**src/rtl/mem_wb_stage.sv**
```systemverilog
// MEM/WB pipeline register: write-back source select, load alignment and
// sign/zero extension, and a retired-instruction counter.
module mem_wb_stage #(
  parameter int unsigned RET_W = 16
) (
  input  logic             clk_i,
  input  logic             rst_i,
  input  logic             stall_i,
  input  logic             flush_i,
  input  logic             valid_i,
  input  logic             reg_wr_i,
  input  logic [1:0]       wb_sel_i,
  input  logic [2:0]       funct3_i,
  input  logic [31:0]      alu_result_i,
  input  logic [31:0]      mem_rdata_i,
  input  logic [31:0]      pc_plus4_i,
  input  logic [4:0]       rd_addr_i,
  output logic [31:0]      WRT_DATA_o,
  output logic [4:0]       WRT_ADDR_o,
  output logic             WRT_ENA_o,
  output logic             VALID_o,
  output logic             LD_ERR_o,
  output logic [RET_W-1:0] RETIRE_CNT_o
);

  typedef enum logic [1:0] {
    WB_ALU  = 2'b00,
    WB_LOAD = 2'b01,
    WB_PC4  = 2'b10,
    WB_RSVD = 2'b11
  } wb_sel_e;

  typedef enum logic [2:0] {
    F3_LB  = 3'b000,
    F3_LH  = 3'b001,
    F3_LW  = 3'b010,
    F3_LBU = 3'b100,
    F3_LHU = 3'b101
  } ld_f3_e;

  logic [1:0]  off;
  logic [7:0]  ld_byte;
  logic [15:0] ld_half;
  logic [31:0] ld_data;
  logic        ld_err;
  logic [31:0] sel_data;
  logic        err;
  logic [31:0] next_data;

  assign off = alu_result_i[1:0];

  always_comb begin
    ld_byte = '0;
    case (off)
      2'd0:    ld_byte = mem_rdata_i[7:0];
      2'd1:    ld_byte = mem_rdata_i[15:8];
      2'd2:    ld_byte = mem_rdata_i[23:16];
      default: ld_byte = mem_rdata_i[31:24];
    endcase
    ld_half = off[1] ? mem_rdata_i[31:16] : mem_rdata_i[15:0];

    ld_data = '0;
    ld_err  = 1'b0;
    case (funct3_i)
      F3_LB:  ld_data = {{24{ld_byte[7]}}, ld_byte};
      F3_LBU: ld_data = {24'h0, ld_byte};
      F3_LH: begin
        ld_data = {{16{ld_half[15]}}, ld_half};
        ld_err  = off[0];
      end
      F3_LHU: begin
        ld_data = {16'h0, ld_half};
        ld_err  = off[0];
      end
      F3_LW: begin
        ld_data = mem_rdata_i;
        ld_err  = (off != 2'd0);
      end
      default: ld_err = 1'b1;
    endcase
  end

  // Reserved select is folded into err so it suppresses the write but never
  // raises LD_ERR_o, which only reports load faults.
  always_comb begin
    sel_data = '0;
    err      = 1'b0;
    case (wb_sel_e'(wb_sel_i))
      WB_ALU:  sel_data = alu_result_i;
      WB_LOAD: begin
        sel_data = ld_data;
        err      = ld_err;
      end
      WB_PC4:  sel_data = pc_plus4_i;
      default: err = 1'b1;
    endcase
    next_data = err ? '0 : sel_data;
  end

  always_ff @(posedge clk_i) begin
    if (!rst_i) begin
      WRT_DATA_o   <= '0;
      WRT_ADDR_o   <= '0;
      WRT_ENA_o    <= 1'b0;
      VALID_o      <= 1'b0;
      LD_ERR_o     <= 1'b0;
      RETIRE_CNT_o <= '0;
    end else if (flush_i) begin
      WRT_DATA_o <= '0;
      WRT_ADDR_o <= '0;
      WRT_ENA_o  <= 1'b0;
      VALID_o    <= 1'b0;
      LD_ERR_o   <= 1'b0;
    end else if (!stall_i) begin
      WRT_DATA_o <= next_data;
      WRT_ADDR_o <= rd_addr_i;
      WRT_ENA_o  <= valid_i & reg_wr_i & (rd_addr_i != 5'd0) & ~err;
      VALID_o    <= valid_i;
      LD_ERR_o   <= valid_i & (wb_sel_i == WB_LOAD) & err;
      if (valid_i)
        RETIRE_CNT_o <= RETIRE_CNT_o + RET_W'(1);
    end
  end

endmodule

```
**config.mk**
```make
export PLATFORM = sky130hd
export DESIGN_NAME = mem_wb_stage
export DESIGN_NICKNAME = d
export VERILOG_FILES = /design/src/rtl/mem_wb_stage.sv
export SDC_FILE = /design/constraint.sdc
export NUM_CORES = 1
export LEC_CHECK = 0
export ABC_CLOCK_PERIOD_IN_PS = 2000
export CAP_MARGIN = 20
export CORE_MARGIN = 3
export CORE_UTILIZATION = 42
export CTS_CLUSTER_SIZE = 30
export DETAILED_ROUTE_END_ITERATION = 12
export PLACE_DENSITY = 0.87
export SKIP_LAST_GASP = 1
export SYNTH_ARGS = -nofsm -noshare
export SYNTH_HDL_FRONTEND = slang
export SYNTH_SLANG_ARGS = --single-unit
```
**constraint.sdc**
```tcl
create_clock -name clk_i -period 2 [get_ports clk_i]
set_clock_uncertainty 0.15 [all_clocks]
set_input_delay 0.2 -clock clk_i [delete_from_list [all_inputs] [get_ports clk_i]]
set_output_delay 0.2 -clock clk_i [all_outputs]
set_load 0.02 [all_outputs]
```
==> summary.md <==
| Metric | Value |
|---|---|
| CTS Buf Count | `5` |
| Worst slew pin tran | `~0.44 ns` |
| Yosys top cell area share | `30.37%` |
| Clock root buffer | `clkbuf_8` |
| Worst Setup EP | `WRT_DATA_o[17]$_SDFFE_PP0N_` |
| Congestion Overflow GR | `0` |
| Worst skew pair latency | `about 0.31 ns` |
| Seq/Total Area, Yosys | `30.37%` |
| Commonest non-fill, non-tap cell in the layout | `clkdlybuf4s50_1` |
| Worst setup SP type | `primary input` |
| CTS tree | `done` |
| Kind of end point of the critical path | `register` |
| Share of cells above drive strength 1 | `a little over an eighth` |
| Core Footprint | `around 0.0084 mm2` |
| Nets | `between 700 and 800` |
| Fin crit share | `between 90% and 100%` |
| Unique masters post-synth | `55` |
| Critical Path Fanout Max | `16` |
| DR WL/cell | `17.88 um` |
| Port bufs | `approximately 170` |
| Mean post-synth cell area | `8.604 um2` |
| # IOs | `around 170` |
| Die height | `approximately 100 um` |
| Worst Hold Class | `primary input to register` |
| Max Cap Viol | `0` |
| Die area | `between 0.009 and 0.01 mm2` |
| RSZ-0062 raised after global routing | `yes` |
| Largest net degree at the start of global routing | `35` |
| Synth Instances | `429` |
| Async set-reset flop share out of synthesis | `0%` |
| Reg2Reg Depth | `5` |
| WS Path Type | `primary input to register` |
| Detail Route Antenna Nets | `0` |
| DP Area | `approximately 0.0057 mm2` |
| Vias in the first global route | `about 4.2k` |
| Most frequent cells in the layout | `164 x clkdlybuf4s50_1, 56 x dfxtp_1, 47 x nand2_1` |
| CTS sink cnt | `56` |
| Fillers | `around 660` |
| Yosys warnings | `0` |
| Reg area | `0.001121 mm2` |
| CTS clk-pin slew, worst paths | `approximately 0.10 ns` |
| DR DRC count | `0` |
| Rel. slew slack | `between 70% and 80%` |
| Number of DRC markers in iteration 0 | `~220` |
| Final worst path period need | `~2 ns` |
| Reg2reg start | `RETIRE_CNT_o[3]$_SDFFE_PN0P_` |
| Max Root-Sink Buffers | `2` |
| VDD IR max | `0.3031 mV` |
| Dominant synthesized flop cell | `dfxtp_1` |
| Site row count | `33` |
| Synthesized area | `around 0.0037 mm2` |
| F_max | `between 500 and 600 MHz` |
| Non-Filler Instances | `719` |
| Crit path from | `alu_result_i[1]` |
| # diodes | `0` |
| Worst hold path depth | `4` |
| Leak pwr | `roughly 2.2 nW` |
| GRT Util Overall | `25.29%` |
| DR vias/cell | `between 5 and 6` |
| Syn_nets | `around 540` |
| Starting Density | `between 40% and 50%` |
| Detailed placement HPWL | `around 10 mm` |
| H-tree lvl count | `2` |
| Dpl cells | `slightly above 700` |
| CTS Hold Bufs | `0` |
| Routed vias | `~4.1k` |
| Pins Over Slew Limit | `0` |
| Reg2reg setup slack | `roughly 0.36 ns` |
| CP arrival | `between 2 and 2.5 ns` |
| Cell area power density | `around 460 mW/mm2` |
| # setup viols final | `0` |
| Area occupied by multi-input gates | `between 0.002 and 0.0025 mm2` |
| Final hold slack | `approximately 0.17 ns` |
| Initial antenna violation count | `0` |
| Run status | `finished, final reports clean` |
| Die Wd | `~100 um` |
| Reg-to-reg endpoint | `RETIRE_CNT_o[10]$_SDFFE_PN0P_` |
| Final instance area | `0.005804 mm2` |
| Synth area leaders | `dfxtp_1 30%, mux2i_1 12%, mux4_2 4.9%` |
| Total power | `roughly 2.7 mW` |
| GP Congestion | `0.9186` |
| Syn-to-layout area delta | `57.25%` |
| First-pass GRT wire length | `approximately 20 mm` |
| Final wirelength | `between 10 and 15 mm` |
| EDFF count, synth | `0` |
| Final Hold Fails | `0` |
| TritonRoute pass-1 iters | `5` |
| Worst EP required | `approximately 2.1 ns` |
| Synth Register Bits | `56` |
| Largest area contributor in the netlist | `dfxtp_1` |
worst min path at each step:
| stage | startpoint | endpoint | slack (ns) |
|---|---|---|---|
| 2_1_floorplan | rd_addr_i[0] | WRT_ADDR_o[0]$_SDFFE_PP0N_ | 0.19 |
| 3_3_place_gp | WRT_DATA_o[5]$_SDFFE_PP0N_ | WRT_DATA_o[5]$_SDFFE_PP0N_ | 0.30 |
| 3_5_place_dp | WRT_DATA_o[3]$_SDFFE_PP0N_ | WRT_DATA_o[3]$_SDFFE_PP0N_ | 0.30 |
| 4_1_cts | stall_i | RETIRE_CNT_o[1]$_SDFFE_PN0P_ | 0.18 |
| 5_1_grt | stall_i | RETIRE_CNT_o[1]$_SDFFE_PN0P_ | 0.20 |
| 6_report | stall_i | RETIRE_CNT_o[1]$_SDFFE_PN0P_ | 0.17 |
registers in the layout (all words and copies together) (netlist names):
| signal | cells |
|---|---|
| VALID_o | 1 |
| WRT_ADDR_o | 5 |
| WRT_DATA_o | 32 |
| RETIRE_CNT_o | 16 |
| WRT_ENA_o | 1 |
| LD_ERR_o | 1 |
cell families (layout without fill, tap and decap cells):
kind of cell | Yosys count | after routing | share of synthesized area (%)
buffers and inverters | 36 | 221 | 5.254
flip-flops | 56 | 56 | 30.37
XOR/XNOR | 11 | 11 | 2.610
adder cells (fa/ha/maj) | 1 | 1 | 0.3389
multiplexers | 66 | 66 | 21.12
AND/OR/NAND/NOR | 129 | 129 | 16.92
AO/OA/AOI/OAI | 130 | 130 | 23.39
layer usage:
layer  vias to the layer above  routed length [um]  track usage [%]
li1                       1956                   -                -
met4                         0                 533            11.76
met2                       196                6373            43.77
met1                      1940                4818            28.39
met5                         -                   0                0
met3                        48                1128            7.504
final cells by class:
class                      instances  share of cell area [%]
multi-input combinational        337                   41.22
timing repair buffer             211                   35.22
sequential                        56                   19.31
tap                              105                   2.263
clock buffer                       6                   1.250
clock inverter                     2                  0.6036
inverter                           2                  0.1293
repair_timing:
item | in CTS | in global routing
setup buffers | 0 | 1
endpoints found under the setup margin | 1 | 13
resized for setup | 0 | 3
pin swaps | 1 | 1
endpoints found under the hold margin | 0 | 0
critical path: stages:
cell             delay (ns)
clkdlybuf4s50_1        0.50
mux4_2                 0.54
buf_4                  0.16
nor2_2                 0.12
a211oi_4               0.06
buf_12                 0.16
a211oi_1               0.21
nor2_1                 0.07
report_power, final:
group	leakage [nW]	switching, mW	total [mW]	internal [mW]
clock	0.0552	0.380	0.752	0.373
sequential	0.453	0.0126	1.14	1.13
combinational	1.65	0.335	0.775	0.440
total	2.16	0.727	2.67	1.94
Yosys cell counts (11+ instances only):
cell / n
a211oi_1: 16
a21oi_1: 26
nor2_1: 37
and2_1: 11
nand2_1: 47
a22oi_1: 15
o221ai_1: 16
o21ai_0: 32
buf_2: 14
clkbuf_1: 11
mux2i_1: 43
dfxtp_1: 56
mux2_2: 11
through the flow:
stage	worst slack, ns	util (%)	TNS (ns)
final	0.02222	69.25	0
after global routing	-0.03257	69.25	-0.03513
after CTS	0.04548	68.86	0
after detailed placement	-0.3493	67.58	-8.493
after global placement	-0.2001	67.58	-5.269
after floorplan	0.3195	-	0
(Power assumes the default switching activity.)
